<file path="src/rtl/mem_arbiter_pkg.sv">
// Shared encodings for the memory-port arbiter (walker / data / fetch).
package mem_arbiter_pkg;

    typedef enum logic [1:0] {
        S_IDLE  = 2'd0,
        S_ISSUE = 2'd1,
        S_WAIT  = 2'd2
    } state_t;

    typedef enum logic [1:0] {
        OWN_NONE = 2'd0,
        OWN_PTW  = 2'd1,
        OWN_DMEM = 2'd2,
        OWN_IMEM = 2'd3
    } owner_t;

endpackage

</file>
<file path="src/rtl/mem_arbiter_select.sv">
// Grant selection: ptw first, then dmem/imem by fixed priority with a fetch
// starvation guard, or round-robin when MEM_ARBITER_RR_EN is defined.
module arb_select
    import mem_arbiter_pkg::*;
#(
    parameter int STARVE_MAX = 8
) (
    input  logic   clk,
    input  logic   reset,
    input  logic   ptw_req,
    input  logic   dmem_req,
    input  logic   imem_req,
    input  logic   grant_en,
    output owner_t grant
);

`ifdef MEM_ARBITER_RR_EN
    logic prefer_imem;

    always_comb begin
        grant = OWN_NONE;
        if (ptw_req)                   grant = OWN_PTW;
        else if (dmem_req && imem_req) grant = prefer_imem ? OWN_IMEM : OWN_DMEM;
        else if (dmem_req)             grant = OWN_DMEM;
        else if (imem_req)             grant = OWN_IMEM;
    end

    // Only a contested dmem/imem grant moves the preference.
    always_ff @(posedge clk or negedge reset) begin
        if (!reset)
            prefer_imem <= 1'b0;
        else if (grant_en && !ptw_req && dmem_req && imem_req)
            prefer_imem <= (grant == OWN_DMEM);
    end
`else
    localparam int CW = $clog2(STARVE_MAX + 1);

    logic [CW-1:0] starve_cnt;
    logic          starved;

    assign starved = (starve_cnt == CW'(STARVE_MAX));

    always_comb begin
        grant = OWN_NONE;
        if (ptw_req)                         grant = OWN_PTW;
        else if (dmem_req && !(starved && imem_req)) grant = OWN_DMEM;
        else if (imem_req)                   grant = OWN_IMEM;
    end

    always_ff @(posedge clk or negedge reset) begin
        if (!reset)
            starve_cnt <= '0;
        else if (grant_en) begin
            if (grant == OWN_IMEM)
                starve_cnt <= '0;
            else if (imem_req && !starved)
                starve_cnt <= starve_cnt + 1'b1;
        end
    end
`endif

endmodule

</file>
<file path="src/rtl/mem_arbiter.sv">
// Single-port memory arbiter: one transaction at a time, IDLE -> ISSUE -> WAIT.
// Optional round-robin dmem/imem arbitration via MEM_ARBITER_RR_EN.
module mem_arbiter
    import mem_arbiter_pkg::*;
#(
    parameter int ADDR_W     = 32,
    parameter int DATA_W     = 32,
    parameter int STARVE_MAX = 8
) (
    input  logic              clk,
    input  logic              reset,
    input  logic              ptw_enable,
    input  logic [ADDR_W-1:0] ptw_addr,
    output logic [DATA_W-1:0] ptw_data,
    output logic              ptw_valid,
    input  logic              dmem_enable,
    input  logic              dmem_write,
    input  logic [ADDR_W-1:0] dmem_addr,
    input  logic [DATA_W-1:0] dmem_wdata,
    output logic [DATA_W-1:0] dmem_rdata,
    output logic              dmem_valid,
    input  logic              imem_enable,
    input  logic [ADDR_W-1:0] imem_addr,
    output logic [DATA_W-1:0] imem_rdata,
    output logic              imem_valid,
    output logic              mem_req,
    output logic              mem_write,
    output logic [ADDR_W-1:0] mem_addr,
    output logic [DATA_W-1:0] mem_wdata,
    input  logic              mem_ready,
    input  logic [DATA_W-1:0] mem_rdata,
    input  logic              mem_rvalid
);

    state_t            state, state_nxt;
    owner_t            owner, grant;
    logic [ADDR_W-1:0] addr_q, sel_addr;
    logic              write_q, sel_write;
    logic [DATA_W-1:0] wdata_q, sel_wdata;
    logic [DATA_W-1:0] ptw_rdata_q, dmem_rdata_q, imem_rdata_q;
    logic              grant_en, done;

    assign grant_en = (state == S_IDLE) && (ptw_enable || dmem_enable || imem_enable);
    assign done     = (state == S_WAIT) && mem_rvalid;

    arb_select #(.STARVE_MAX(STARVE_MAX)) u_select (
        .clk      (clk),
        .reset    (reset),
        .ptw_req  (ptw_enable),
        .dmem_req (dmem_enable),
        .imem_req (imem_enable),
        .grant_en (grant_en),
        .grant    (grant)
    );

    always_ff @(posedge clk or negedge reset) begin
        if (!reset) state <= S_IDLE;
        else        state <= state_nxt;
    end

    always_comb begin
        state_nxt = state;
        case (state)
            S_IDLE:  if (grant_en)   state_nxt = S_ISSUE;
            S_ISSUE: if (mem_ready)  state_nxt = S_WAIT;
            S_WAIT:  if (mem_rvalid) state_nxt = S_IDLE;
            default:                 state_nxt = S_IDLE;
        endcase
    end

    // Read data is forwarded in the completion cycle; otherwise each port holds.
    always_comb begin
        mem_req    = 1'b0;
        mem_write  = 1'b0;
        ptw_valid  = 1'b0;
        dmem_valid = 1'b0;
        imem_valid = 1'b0;
        ptw_data   = ptw_rdata_q;
        dmem_rdata = dmem_rdata_q;
        imem_rdata = imem_rdata_q;
        case (state)
            S_ISSUE: begin
                mem_req   = 1'b1;
                mem_write = write_q;
            end
            S_WAIT: if (mem_rvalid) begin
                case (owner)
                    OWN_PTW:  begin ptw_valid  = 1'b1; ptw_data   = mem_rdata; end
                    OWN_DMEM: begin dmem_valid = 1'b1; dmem_rdata = mem_rdata; end
                    OWN_IMEM: begin imem_valid = 1'b1; imem_rdata = mem_rdata; end
                    default: ;
                endcase
            end
            default: ;
        endcase
    end

    assign mem_addr  = addr_q;
    assign mem_wdata = wdata_q;

    always_comb begin
        sel_addr  = imem_addr;
        sel_write = 1'b0;
        sel_wdata = '0;
        case (grant)
            OWN_PTW:  sel_addr = ptw_addr;
            OWN_DMEM: begin
                sel_addr  = dmem_addr;
                sel_write = dmem_write;
                sel_wdata = dmem_wdata;
            end
            default: ;
        endcase
    end

    always_ff @(posedge clk or negedge reset) begin
        if (!reset) begin
            owner        <= OWN_NONE;
            addr_q       <= '0;
            write_q      <= 1'b0;
            wdata_q      <= '0;
            ptw_rdata_q  <= '0;
            dmem_rdata_q <= '0;
            imem_rdata_q <= '0;
        end else begin
            if (grant_en) begin
                owner   <= grant;
                addr_q  <= sel_addr;
                write_q <= sel_write;
                wdata_q <= sel_wdata;
            end
            if (done) begin
                owner <= OWN_NONE;
                case (owner)
                    OWN_PTW:  ptw_rdata_q  <= mem_rdata;
                    OWN_DMEM: dmem_rdata_q <= mem_rdata;
                    OWN_IMEM: imem_rdata_q <= mem_rdata;
                    default: ;
                endcase
            end
        end
    end

endmodule

</file>
<file path="config.mk">
export PLATFORM = sky130hd
export DESIGN_NAME = mem_arbiter
export DESIGN_NICKNAME = d
export VERILOG_FILES = /design/src/rtl/mem_arbiter_pkg.sv /design/src/rtl/mem_arbiter_select.sv /design/src/rtl/mem_arbiter.sv
export SDC_FILE = /design/constraint.sdc
export NUM_CORES = 1
export LEC_CHECK = 0
export ABC_CLOCK_PERIOD_IN_PS = 4300
export BUFFER_PORTS_ARGS = -buffer_cell sky130_fd_sc_hd__buf_4
export CORE_ASPECT_RATIO = 2
export CORE_MARGIN = 2
export CORE_UTILIZATION = 40
export DETAILED_ROUTE_END_ITERATION = 8
export MAX_ROUTING_LAYER = met4
export PLACE_DENSITY = 0.75
export SLEW_MARGIN = 20
export SYNTH_ARGS = -nofsm -noshare
export SYNTH_HDL_FRONTEND = slang
export SYNTH_SLANG_ARGS = --single-unit
</file>
<file path="constraint.sdc">
create_clock -name clk -period 4.3 [get_ports clk]
set_input_delay 0.86 -clock clk [delete_from_list [all_inputs] [get_ports clk]]
set_output_delay 0.86 -clock clk [all_outputs]
set_load 0.01 [all_outputs]
</file>
==> flow_summary.toml <==
[run_status]
run_status = "completed"

[sta]
drv_slew = 0
min_period_ns = 3.30
finalHoldViolCount = 0
max_slew_margin_pct = 56.4
clock.fmax_mhz = 303
finalSetupTns_ns = 0
grt_setup_unrepaired = "false"
worst_clock_skew_ns = 0.00852
worst_slew_pin_slew_ns = 0.655
timing.final.setup_violations = 0
period_share_pct = 76.6

[yosys]
synth_enable_flop_cells = 0
number_of_nets_in_the_synthesized_netlist = 900
synthesis.area_per_instance_um2 = 11.9
ys_dominant_reg_cell = "sky130_fd_sc_hd__dfrtp_1"
async_flop_share_pct = 100
syn_inst = 728
sequential_element_share_of_the_synthesized_area_pct = 49.0
synth.yosys.warnings = 0
netlist-cell-type-count = 36
syn-cell-area_um2 = 8630
synth_seq_cells = 169

[cts]
cts-root-to-sink-buffers = 2
clock_tree.root_cell = "sky130_fd_sc_hd__clkbuf_16"
postCtsSetupBuffers = 0
insertion_delay_ns = 0.43
numCtsBuffers = 17
clock-sinks = 169
holdBufCountCts = 0
clk_transition_reported_paths_ns = 0.06
post_cts_resized = 0
clock_tree_from_tritoncts = "built"
cts_htree_levels = 4

[global_routing]
antenna_found_initial = 0
first_global_vias = 6564
gr_usage_total_pct = 20.0
grt_max_degree = 136
grt_remaining_overflow = 0
wire_length_of_the_first_global_routing_pass_mm = 33.8

[placement]
gp_congestion = 0.833
placed_cell_area_um2 = 11200
place.detailed.hpwl_mm = 16.3
port-buffer-count = 332

[run]
max_cap_violations = 0

[final_layout]
antenna-diode-count = 0
layout.filler_cells = 1895
final_util_pct = 55.1
layout-drive-gt1-share_pct = 49.7
area_added_between_synthesis_and_finish_pct = 36.7
finish.net_count = 1205
layout.cell_area.non_filler_um2 = 11800

[critical_path]
critical-path-top-delay-family = "buffers and inverters"
timing.critical_path.to_type = "output port"
timing_worst_setup_path_type = "reg2out"
timing.critical_path.slowest_cell_delay_ns = 0.51
cp_data_arrival_time_ns = 2.44
crit_required_ns = 3.44
crit_fanout = 43
cp.buffers_inverters = 2
startpoint_type = "flop"
critical_path.most_common_cell = "sky130_fd_sc_hd__buf_4"
timing.critical_path.slowest_stage_cell = "sky130_fd_sc_hd__buf_4"
path_cells = "nand3b_1, nor3b_4, buf_4, mux2_1, buf_4"
ff2ff_setup_slack_ns = 1.49

[power_and_ir_drop]
power_leakage_uw = 0.00592
p_sw_share_pct = 33.1
report.power.total_uw = 7550
seq_power_share_pct = 35.2
internal_power_uw = 5050
power_density_nw_per_um2 = 640
switchingPower_uw = 2500
comb_power_share_pct = 45.2
power_frac_clock_pct = 19.7
peakVddDrop_uv = 552

[detailed_routing]
dr.first_iter.drc_count = 226
wl_per_cell_um = 16.5
remaining_drc_errors = 0
vias_per_cell = 5.02
first_pass_iters = 4
routed_wl_mm = 21.8
ant_nets = 0
route.vias.total = 6624

[floorplanning]
number_of_core_rows = 76
ios = 333
die_height_um = 212
die-area_um2 = 22800
design.core.area_um2 = 21400
initial_core_utilization_pct = 40.3
floorplan.die.width_um = 108

[hold_path]
hold_path_class = "in2async"
==> synthesized netlist by cell type (2+ instances only) <==
cell type | n | share of area [%]
sky130_fd_sc_hd__clkbuf_1 | 14 | 0.61
sky130_fd_sc_hd__buf_8 | 5 | 0.87
sky130_fd_sc_hd__nor3_1 | 2 | 0.12
sky130_fd_sc_hd__mux2_1 | 49 | 6.4
sky130_fd_sc_hd__mux2_4 | 79 | 14
sky130_fd_sc_hd__inv_1 | 6 | 0.26
sky130_fd_sc_hd__clkbuf_2 | 2 | 0.12
sky130_fd_sc_hd__a22oi_1 | 32 | 2.8
sky130_fd_sc_hd__a21oi_1 | 36 | 2.1
sky130_fd_sc_hd__nand3_1 | 2 | 0.12
sky130_fd_sc_hd__buf_4 | 3 | 0.26
sky130_fd_sc_hd__ha_1 | 4 | 0.58
sky130_fd_sc_hd__buf_1 | 7 | 0.30
sky130_fd_sc_hd__o21ai_0 | 74 | 4.3
sky130_fd_sc_hd__nand2_1 | 104 | 4.5
sky130_fd_sc_hd__buf_2 | 11 | 0.64
sky130_fd_sc_hd__mux2_2 | 64 | 8.4
sky130_fd_sc_hd__dfrtp_1 | 169 | 49
sky130_fd_sc_hd__nor2b_1 | 2 | 0.14
sky130_fd_sc_hd__nor2_1 | 35 | 1.5
sky130_fd_sc_hd__buf_6 | 13 | 1.7
==> routing by layer <==
metal	part of all wire, %	track usage [%]	up-vias	wire length, um
met5	0	-	-	0
met4	3.0	8.58	0	658
met3	5.1	4.68	34	1120
met2	56	35.9	259	12100
met1	36	20.5	3158	7920
li1	-	-	3173	-
==> power by group through the flow <==
| stage | Sequential [uW] | Combinational [uW] | Clock (uW) |
|---|---|---|---|
| final | 2660 | 3410 | 1480 |
| after global routing | 2750 | 3700 | 1610 |
| after CTS | 2660 | 3470 | 1540 |
| after detailed placement | 2690 | 3460 | 0 |
| after global placement | 2650 | 3390 | 0 |
| after floorplan | 2650 | 1930 | 0 |
==> per-stage QoR <==
step,cells,setup slack (ns),hold WS (ns)
2_1_floorplan,728,1.58,0.442
3_3_place_gp,1287,1.03,0.457
3_5_place_dp,1287,0.994,0.467
4_1_cts,1319,0.913,0.326
5_1_grt,1319,0.841,0.347
6_report,1319,1.00,0.335
==> layout make-up <==
cell class / count / area [um^2] / share of cell area [%]
Inverter: 6 / 22.5 / 0.191
Sequential cell: 169 / 4230 / 35.9
Tap cell: 273 / 342 / 2.90
Multi-Input combinational cell: 498 / 4020 / 34.0
Clock buffer: 20 / 457 / 3.87
Timing Repair Buffer: 341 / 2610 / 22.2
Clock inverter: 12 / 116 / 0.987
==> kinds of logic (layout without fill, tap and decap cells) <==
family	count (synthesis)	in the layout	synth area share, %
mux	193	193	28.6
flops	169	169	49.0
simple gates	152	152	7.05
compound gates	149	149	9.99
buf+inv	61	379	4.76
fa+ha+maj	4	4	0.580
==> state kept, by name, indices dropped and copies added, names as in the netlist <==
signal / count
dmem_rdata_q: 32
imem_rdata_q: 32
mem_addr: 32
mem_wdata: 32
owner: 2
ptw_rdata_q: 32
state: 2
u_select.starve_cnt: 4
write_q: 1
==> placed cells by master, fill, tap and decap left out, drive strengths merged <==
cell      instances
a21boi            1
a21oi            36
a221o             1
a22oi            32
a2bb2oi           1
a41oi             1
and2              1
and3b             1
buf             341
bufinv            1
clkbuf           20
clkinv            6
clkinvlp          2
dfrtp           169
ha                4
inv               9
mux2            192
mux2i             1
nand2           104
nand3             2
nand3b            1
nand4             1
nor2             36
nor2b             2
nor3              2
nor3b             1
nor4              1
o211ai            1
o21ai            74
o31ai             2
==> worst paths after layout <==
| path | start | end | depth (start not counted) |
|---|---|---|---|
| worst max-delay path | state[0]$_DFFE_PN0P_ | ptw_data[19] | 5 |
| worst min-delay path | reset | mem_addr[18]$_DFFE_PN0P_ | 1 |
| worst max register to register | u_select.starve_cnt[0]$_DFFE_PN0P_ | mem_addr[8]$_DFFE_PN0P_ | 11 |
| worst min register to register | ptw_rdata_q[27]$_DFFE_PN0P_ | ptw_rdata_q[27]$_DFFE_PN0P_ | 1 |
| max in group asynchronous | reset | dmem_rdata_q[16]$_DFFE_PN0P_ | 2 |
| min in group clk | ptw_rdata_q[27]$_DFFE_PN0P_ | ptw_rdata_q[27]$_DFFE_PN0P_ | 1 |
Note: power is estimated with default switching activity, not from simulation.
